<file path="src/rtl/spi_ram_pkg.sv">
// Shared definitions for the SPI/host RAM arbiter: frame command codes and arbiter states.
package spi_ram_pkg;

  localparam logic [1:0] CMD_WR_ADDR = 2'b00;
  localparam logic [1:0] CMD_WR_DATA = 2'b01;
  localparam logic [1:0] CMD_RD_ADDR = 2'b10;
  localparam logic [1:0] CMD_RD_DATA = 2'b11;

  typedef enum logic [2:0] {
    IDLE       = 3'd0,
    SPI_ISSUE  = 3'd1,
    SPI_RDATA  = 3'd2,
    HOST_ISSUE = 3'd3,
    HOST_RDATA = 3'd4
  } arb_state_e;

  function automatic logic is_data_cmd(input logic [1:0] cmd);
    return (cmd == CMD_WR_DATA) || (cmd == CMD_RD_DATA);
  endfunction

endpackage

</file>
<file path="src/rtl/spi_frame_capture.sv">
// Turns the SPI slave's 10-bit frame stream into address latches and a single
// pending RAM operation slot, flagging frames that arrive while the slot is full.
module spi_frame_capture
  import spi_ram_pkg::*;
#(
  parameter int ADDR_WIDTH = 8,
  parameter int DATA_WIDTH = 8
) (
  input  logic                  clk,
  input  logic                  rst_n,
  input  logic [9:0]            i_rx_data,
  input  logic                  i_rx_valid,
  input  logic                  i_pend_clr,
  output logic                  o_pend,
  output logic                  o_pend_we,
  output logic [ADDR_WIDTH-1:0] o_pend_addr,
  output logic [DATA_WIDTH-1:0] o_pend_wdata,
  output logic                  o_overrun
);

  logic                  r_rx_valid_q;
  logic [ADDR_WIDTH-1:0] r_wr_addr;
  logic [ADDR_WIDTH-1:0] r_rd_addr;
  logic                  r_pend;
  logic                  r_pend_we;
  logic [ADDR_WIDTH-1:0] r_pend_addr;
  logic [DATA_WIDTH-1:0] r_pend_wdata;
  logic                  r_overrun;

  logic                  w_edge;
  logic [1:0]            w_cmd;
  logic                  w_accept;

  assign w_cmd    = i_rx_data[9:8];
  assign w_edge   = i_rx_valid & ~r_rx_valid_q;
  assign w_accept = w_edge & is_data_cmd(w_cmd) & ~r_pend;

  // Edge detector and address latches; address frames apply even during overrun
  always_ff @(posedge clk or negedge rst_n) begin
    if (!rst_n) begin
      r_rx_valid_q <= 1'b0;
      r_wr_addr    <= '0;
      r_rd_addr    <= '0;
    end else begin
      r_rx_valid_q <= i_rx_valid;
      if (w_edge && (w_cmd == CMD_WR_ADDR)) begin
        r_wr_addr <= i_rx_data[ADDR_WIDTH-1:0];
      end
      if (w_edge && (w_cmd == CMD_RD_ADDR)) begin
        r_rd_addr <= i_rx_data[ADDR_WIDTH-1:0];
      end
    end
  end

  // Pending slot: filled by a data frame, emptied when the arbiter issues it
  always_ff @(posedge clk or negedge rst_n) begin
    if (!rst_n) begin
      r_pend       <= 1'b0;
      r_pend_we    <= 1'b0;
      r_pend_addr  <= '0;
      r_pend_wdata <= '0;
    end else if (w_accept) begin
      r_pend    <= 1'b1;
      r_pend_we <= (w_cmd == CMD_WR_DATA);
      if (w_cmd == CMD_WR_DATA) begin
        r_pend_addr  <= r_wr_addr;
        r_pend_wdata <= i_rx_data[DATA_WIDTH-1:0];
      end else begin
        r_pend_addr  <= r_rd_addr;
        r_pend_wdata <= '0;
      end
    end else if (i_pend_clr) begin
      r_pend <= 1'b0;
    end
  end

  // Sticky overrun: any new frame while the slot is still occupied
  always_ff @(posedge clk or negedge rst_n) begin
    if (!rst_n) begin
      r_overrun <= 1'b0;
    end else if (w_edge && r_pend) begin
      r_overrun <= 1'b1;
    end
  end

  assign o_pend       = r_pend;
  assign o_pend_we    = r_pend_we;
  assign o_pend_addr  = r_pend_addr;
  assign o_pend_wdata = r_pend_wdata;
  assign o_overrun    = r_overrun;

endmodule

</file>
<file path="src/rtl/spi_ram_arbiter.sv">
// Single-port RAM owner arbitrating between decoded SPI frames (fixed priority)
// and a local host request/grant port.
module spi_ram_arbiter
  import spi_ram_pkg::*;
#(
  parameter int ADDR_WIDTH = 8,
  parameter int DATA_WIDTH = 8
) (
  input  logic                  clk,
  input  logic                  rst_n,
  input  logic [9:0]            rx_data,
  input  logic                  rx_valid,
  output logic [DATA_WIDTH-1:0] tx_data,
  output logic                  tx_valid,
  input  logic                  host_req,
  input  logic                  host_we,
  input  logic [ADDR_WIDTH-1:0] host_addr,
  input  logic [DATA_WIDTH-1:0] host_wdata,
  output logic                  host_gnt,
  output logic [DATA_WIDTH-1:0] host_rdata,
  output logic                  host_rvalid,
  output logic                  ram_en,
  output logic                  ram_we,
  output logic [ADDR_WIDTH-1:0] ram_addr,
  output logic [DATA_WIDTH-1:0] ram_wdata,
  input  logic [DATA_WIDTH-1:0] ram_rdata,
  output logic                  spi_overrun
);

  arb_state_e            r_state;
  arb_state_e            w_next;

  logic                  w_pend;
  logic                  w_pend_we;
  logic [ADDR_WIDTH-1:0] w_pend_addr;
  logic [DATA_WIDTH-1:0] w_pend_wdata;
  logic                  w_overrun;

  logic                  w_pend_clr;
  logic                  w_spi_cap;
  logic                  w_host_cap;
  logic                  w_ram_en_d;
  logic                  w_ram_we_d;
  logic [ADDR_WIDTH-1:0] w_ram_addr_d;
  logic [DATA_WIDTH-1:0] w_ram_wdata_d;
  logic                  w_host_gnt_d;

  logic                  r_ram_en;
  logic                  r_ram_we;
  logic [ADDR_WIDTH-1:0] r_ram_addr;
  logic [DATA_WIDTH-1:0] r_ram_wdata;
  logic                  r_host_gnt;
  logic                  r_host_we;
  logic [DATA_WIDTH-1:0] r_host_rdata;
  logic                  r_host_rvalid;
  logic [DATA_WIDTH-1:0] r_tx_data;
  logic                  r_tx_valid;

  spi_frame_capture #(
    .ADDR_WIDTH (ADDR_WIDTH),
    .DATA_WIDTH (DATA_WIDTH)
  ) u_capture (
    .clk          (clk),
    .rst_n        (rst_n),
    .i_rx_data    (rx_data),
    .i_rx_valid   (rx_valid),
    .i_pend_clr   (w_pend_clr),
    .o_pend       (w_pend),
    .o_pend_we    (w_pend_we),
    .o_pend_addr  (w_pend_addr),
    .o_pend_wdata (w_pend_wdata),
    .o_overrun    (w_overrun)
  );

  // Arbiter state register
  always_ff @(posedge clk or negedge rst_n) begin
    if (!rst_n) begin
      r_state <= IDLE;
    end else begin
      r_state <= w_next;
    end
  end

  // Next-state logic; SPI wins ties, and the host op type was latched on issue
  always_comb begin
    w_next = r_state;
    case (r_state)
      IDLE: begin
        if (w_pend) begin
          w_next = SPI_ISSUE;
        end else if (host_req) begin
          w_next = HOST_ISSUE;
        end else begin
          w_next = IDLE;
        end
      end
      SPI_ISSUE: begin
        if (w_pend_we) begin
          w_next = IDLE;
        end else begin
          w_next = SPI_RDATA;
        end
      end
      HOST_ISSUE: begin
        if (r_host_we) begin
          w_next = IDLE;
        end else begin
          w_next = HOST_RDATA;
        end
      end
      SPI_RDATA:  w_next = IDLE;
      HOST_RDATA: w_next = IDLE;
      default:    w_next = IDLE;
    endcase
  end

  // Output decode: RAM strobes are staged from the next state so they land in ISSUE
  always_comb begin
    w_pend_clr    = (r_state == SPI_ISSUE);
    w_spi_cap     = (r_state == SPI_RDATA);
    w_host_cap    = (r_state == HOST_RDATA);
    w_ram_en_d    = 1'b0;
    w_ram_we_d    = 1'b0;
    w_ram_addr_d  = '0;
    w_ram_wdata_d = '0;
    w_host_gnt_d  = 1'b0;
    case (w_next)
      SPI_ISSUE: begin
        w_ram_en_d    = 1'b1;
        w_ram_we_d    = w_pend_we;
        w_ram_addr_d  = w_pend_addr;
        w_ram_wdata_d = w_pend_wdata;
      end
      HOST_ISSUE: begin
        w_ram_en_d    = 1'b1;
        w_ram_we_d    = host_we;
        w_ram_addr_d  = host_addr;
        w_ram_wdata_d = host_wdata;
        w_host_gnt_d  = 1'b1;
      end
      default: begin
        w_ram_en_d = 1'b0;
      end
    endcase
  end

  // RAM port and host grant registers
  always_ff @(posedge clk or negedge rst_n) begin
    if (!rst_n) begin
      r_ram_en    <= 1'b0;
      r_ram_we    <= 1'b0;
      r_ram_addr  <= '0;
      r_ram_wdata <= '0;
      r_host_gnt  <= 1'b0;
      r_host_we   <= 1'b0;
    end else begin
      r_ram_en    <= w_ram_en_d;
      r_ram_we    <= w_ram_we_d;
      r_ram_addr  <= w_ram_addr_d;
      r_ram_wdata <= w_ram_wdata_d;
      r_host_gnt  <= w_host_gnt_d;
      if (w_host_gnt_d) begin
        r_host_we <= host_we;
      end
    end
  end

  // Host read return: one-cycle valid, data held until the next host read
  always_ff @(posedge clk or negedge rst_n) begin
    if (!rst_n) begin
      r_host_rvalid <= 1'b0;
      r_host_rdata  <= '0;
    end else begin
      r_host_rvalid <= w_host_cap;
      if (w_host_cap) begin
        r_host_rdata <= ram_rdata;
      end
    end
  end

  // SPI read return: held while the frame is selected, dropped once rx_valid falls
  always_ff @(posedge clk or negedge rst_n) begin
    if (!rst_n) begin
      r_tx_valid <= 1'b0;
      r_tx_data  <= '0;
    end else if (w_spi_cap) begin
      r_tx_valid <= 1'b1;
      r_tx_data  <= ram_rdata;
    end else if (!rx_valid) begin
      r_tx_valid <= 1'b0;
    end
  end

  assign ram_en      = r_ram_en;
  assign ram_we      = r_ram_we;
  assign ram_addr    = r_ram_addr;
  assign ram_wdata   = r_ram_wdata;
  assign host_gnt    = r_host_gnt;
  assign host_rdata  = r_host_rdata;
  assign host_rvalid = r_host_rvalid;
  assign tx_data     = r_tx_data;
  assign tx_valid    = r_tx_valid;
  assign spi_overrun = w_overrun;

endmodule
</file>
<file path="config.mk">
export PLATFORM = sky130hd
export DESIGN_NAME = spi_ram_arbiter
export DESIGN_NICKNAME = d
export VERILOG_FILES = /design/src/rtl/spi_ram_pkg.sv /design/src/rtl/spi_frame_capture.sv /design/src/rtl/spi_ram_arbiter.sv
export SDC_FILE = /design/constraint.sdc
export NUM_CORES = 1
export LEC_CHECK = 0
export CAP_MARGIN = 5
export CORE_ASPECT_RATIO = 0.9
export CORE_MARGIN = 3
export CORE_UTILIZATION = 25
export DETAILED_ROUTE_END_ITERATION = 12
export GPL_ROUTABILITY_DRIVEN = 0
export SKIP_CTS_REPAIR_TIMING = 1
export SYNTH_ARGS = -nofsm -noshare
export SYNTH_HDL_FRONTEND = slang
export SYNTH_SLANG_ARGS = --single-unit
</file>
<file path="constraint.sdc">
create_clock -name clk -period 3.62 [get_ports clk]
set_input_delay 0.362 -clock clk [delete_from_list [all_inputs] [get_ports clk]]
set_output_delay 0.362 -clock clk [all_outputs]
set_load 0.005 [all_outputs]
</file>
==> results_dict.tcl <==
set metrics [dict create \
    setup_viol 0 \
    wl_per_cell_um 14.1 \
    start_util_pct 25.9 \
    reg2reg_from "r_state[0]$_DFF_PN0_" \
    grt_max_degree 78 \
    grt_pass1_vias 1892 \
    drc 0 \
    setup_tns_ps 0 \
    fp.coreArea_um2 11500 \
    synthesis.nets 248 \
    grt_pass1_wl_um 9830 \
    drive_gt1_share_pct 19.9 \
    clk_path_buf_depth 2 \
    required_ps 3820 \
    cp_slowest_cell "nor2b_1" \
    cp_num_cells 4 \
    yosysUniqueCellTypes 27 \
    criticalPathCategory "in -> reg" \
    cap_viol_max_count 0 \
    syn_inst 209 \
    final_nets 325 \
    first_pass_iters 4 \
    cp-start-kind "input port" \
    final_cell_count_no_fill 447 \
    path_buf_inv 1 \
    peakVddDrop_v 0.000216 \
    worstPathCellList "clkdlybuf4s50_1 -> nor2b_1 -> mux2i_1 -> o21ai_0" \
    num_rows 37 \
    fmax_mhz 489 \
    die_x_um 121 \
    cp-startpoint "rx_data[9]" \
    cp_top_family "simple AND/OR/NAND/NOR gates" \
    cts_sinks 77 \
    path_clk_slew_ps 60 \
    status "completed" \
    via_count 1826 \
    finalHoldViolations 0 \
    syn_area_um2 2980 \
    rsz0062_at_grt "no" \
    grt_overflow_total 0 \
    post_drt_via_cell_ratio 4.09 \
    dp.cells 431 \
    dieArea_um2 13300 \
    clock_latency_ps 330 \
    ys_seq_elements 77 \
    cts-htree-levels 3 \
    io_pins 77 \
    drt_iter0_markers 38 \
    hold_class "in -> async" \
    skew_ps 4.36 \
    worstSetupEndpoint "u_capture.o_pend_addr[7]$_DFFE_PN0P_" \
    antenna_found_initial 0 \
    reg2reg_depth 3 \
    ys.warnings.count 0 \
    wl_um 6290 \
    p_leak_nw 1.82 \
    tightestPinTransition_ps 1160 \
    diodes 0 \
    syn2layout_area_growth_pct 41.0 \
    dieHeight_um 110 \
    cts_tree "done" \
    ant_nets 0 \
    dp_hpwl_um 4430 \
    path_max_fanout 12 \
    synth-seq-area-share_pct 64.6 \
    slew_viol_final 0 \
    cts-root-buf "clkbuf_16" \
    track_usage_pct 9.77 \
    post-route-min-period_ps 2040 \
    synth.avg_cell_area_um2 14.3 \
    worstReg2RegEnd "r_host_we$_DFFE_PN0N_" \
    reg2reg_slack_ps 1750 \
    critical_path.max_stage_delay_ps 830 \
    timing.final.crit_share_pct 56.4 \
    worstPathArrival_ps 2240 \
    port_buffers 76 \
    p_per_area_nw_per_um2 745 \
    cts_inserted_buffers 9 \
    slew_headroom_pct 21.8 \
    cp-end-kind "register" \
]
flip-flops by register name (all words and copies together), names as in the netlist, 8 cells and up:
register,flops
u_capture.o_pend_addr,8
ram_wdata,8
u_capture.r_rd_addr,8
ram_addr,8
u_capture.o_pend_wdata,8
u_capture.r_wr_addr,8
host_rdata,8
tx_data,8
where the power goes:
group	total (mW)	switching, mW	internal [mW]
combinational	0.876	0.308	0.568
clock	0.932	0.339	0.592
sequential	1.32	0.156	1.17
total	3.13	0.804	2.33
final cells by class:
class / count / area, um2
clock buffer: 12 / 267
clock inverter: 4 / 53.8
fill: 1073 / 7320
inverter: 1 / 3.75
multi-input combinational: 119 / 983
sequential: 77 / 1930
tap: 156 / 195
timing repair buffer: 78 / 773
cells in the mapped netlist:
library cell   n  area (um2)
or3b_2         1        8.76
a31o_2         1        8.76
dfrtp_1       77        1930
o21a_1         2        15.0
mux2i_1        8        80.1
nor3b_1        1        7.51
buf_4          4        30.0
and3b_1        1        8.76
mux2_2        32         360
o21bai_1       1        7.51
clkbuf_1       2        7.51
nor4b_4        1        23.8
inv_1          1        3.75
o21ai_0        9        45.0
nand2_1       27         101
nand4bb_1      1        11.3
a22o_1        17         149
nand3b_1       8        60.1
and4bb_2       1        12.5
nor2b_1        1        6.26
nor3_2         1        10.0
nor3b_4        1        18.8
a21o_1         1        7.51
buf_2          6        30.0
and2_1         1        6.26
nor4bb_1       2        20.0
mux2_4         1        15.0
placed cells by master (no fill, tap or decap), types with 3 or more instances in the layout:
cell and count:
o21ai_0 9, a22o_1 17, clkdlybuf4s50_1 75, nand3b_1 8, nand2_1 27, mux2i_1 8, buf_4 3, mux2_2 32
dfrtp_1 77, clkbuf_16 9, clkbuf_8 3
per-layer routing:
layer  wire length, um  vias to the layer above  part of all wire (%)  global-route usage (%)
li1                  -                      893                     -                       -
met1              2810                      890                    45                    12.1
met2              2980                       37                    47                    15.3
met3               399                        6                   6.3                    3.55
met4               102                        0                   1.6                    4.37
met5                 0                        -                     0                       0
kinds of logic (layout without fill, tap and decap cells):
| logic type | after synthesis | count (layout) | share of synthesized area (%) |
|---|---|---|---|
| buffers and inverters | 13 | 95 | 2.39 |
| AOI/OAI and AO/OA | 31 | 31 | 7.81 |
| DFF | 77 | 77 | 64.6 |
| muxes | 41 | 41 | 15.3 |
| and+or+nand+nor | 47 | 47 | 9.90 |
through the flow:
| stage | hold slack (ps) | worst slack (ps) | total power, mW | cell area, um2 | util [%] |
|---|---|---|---|---|---|
| after floorplan | 66.4 | 2230 | 1.75 | 2980 | - |
| after global placement | 438 | 1220 | 2.21 | 3880 | 33.7 |
| after detailed placement | 441 | 1230 | 2.24 | 3880 | 33.7 |
| after CTS | 221 | 1570 | 3.18 | 4200 | 36.5 |
| after global routing | 267 | 1430 | 3.32 | 4200 | 36.5 |
| final | 178 | 1580 | 3.13 | 4200 | 36.5 |
worst min path at each step:
stage,startpoint,to,depth (start not counted)
after floorplan,rst_n,host_gnt$_DFF_PN0_,0
after global placement,r_host_we$_DFFE_PN0N_,r_state[2]$_DFF_PN0_,1
after detailed placement,r_host_we$_DFFE_PN0N_,r_state[2]$_DFF_PN0_,1
after CTS,rst_n,host_rvalid$_DFF_PN0_,1
after global routing,rst_n,host_rvalid$_DFF_PN0_,1
final,rst_n,host_rvalid$_DFF_PN0_,1
Power figures use the tool's default switching activity.
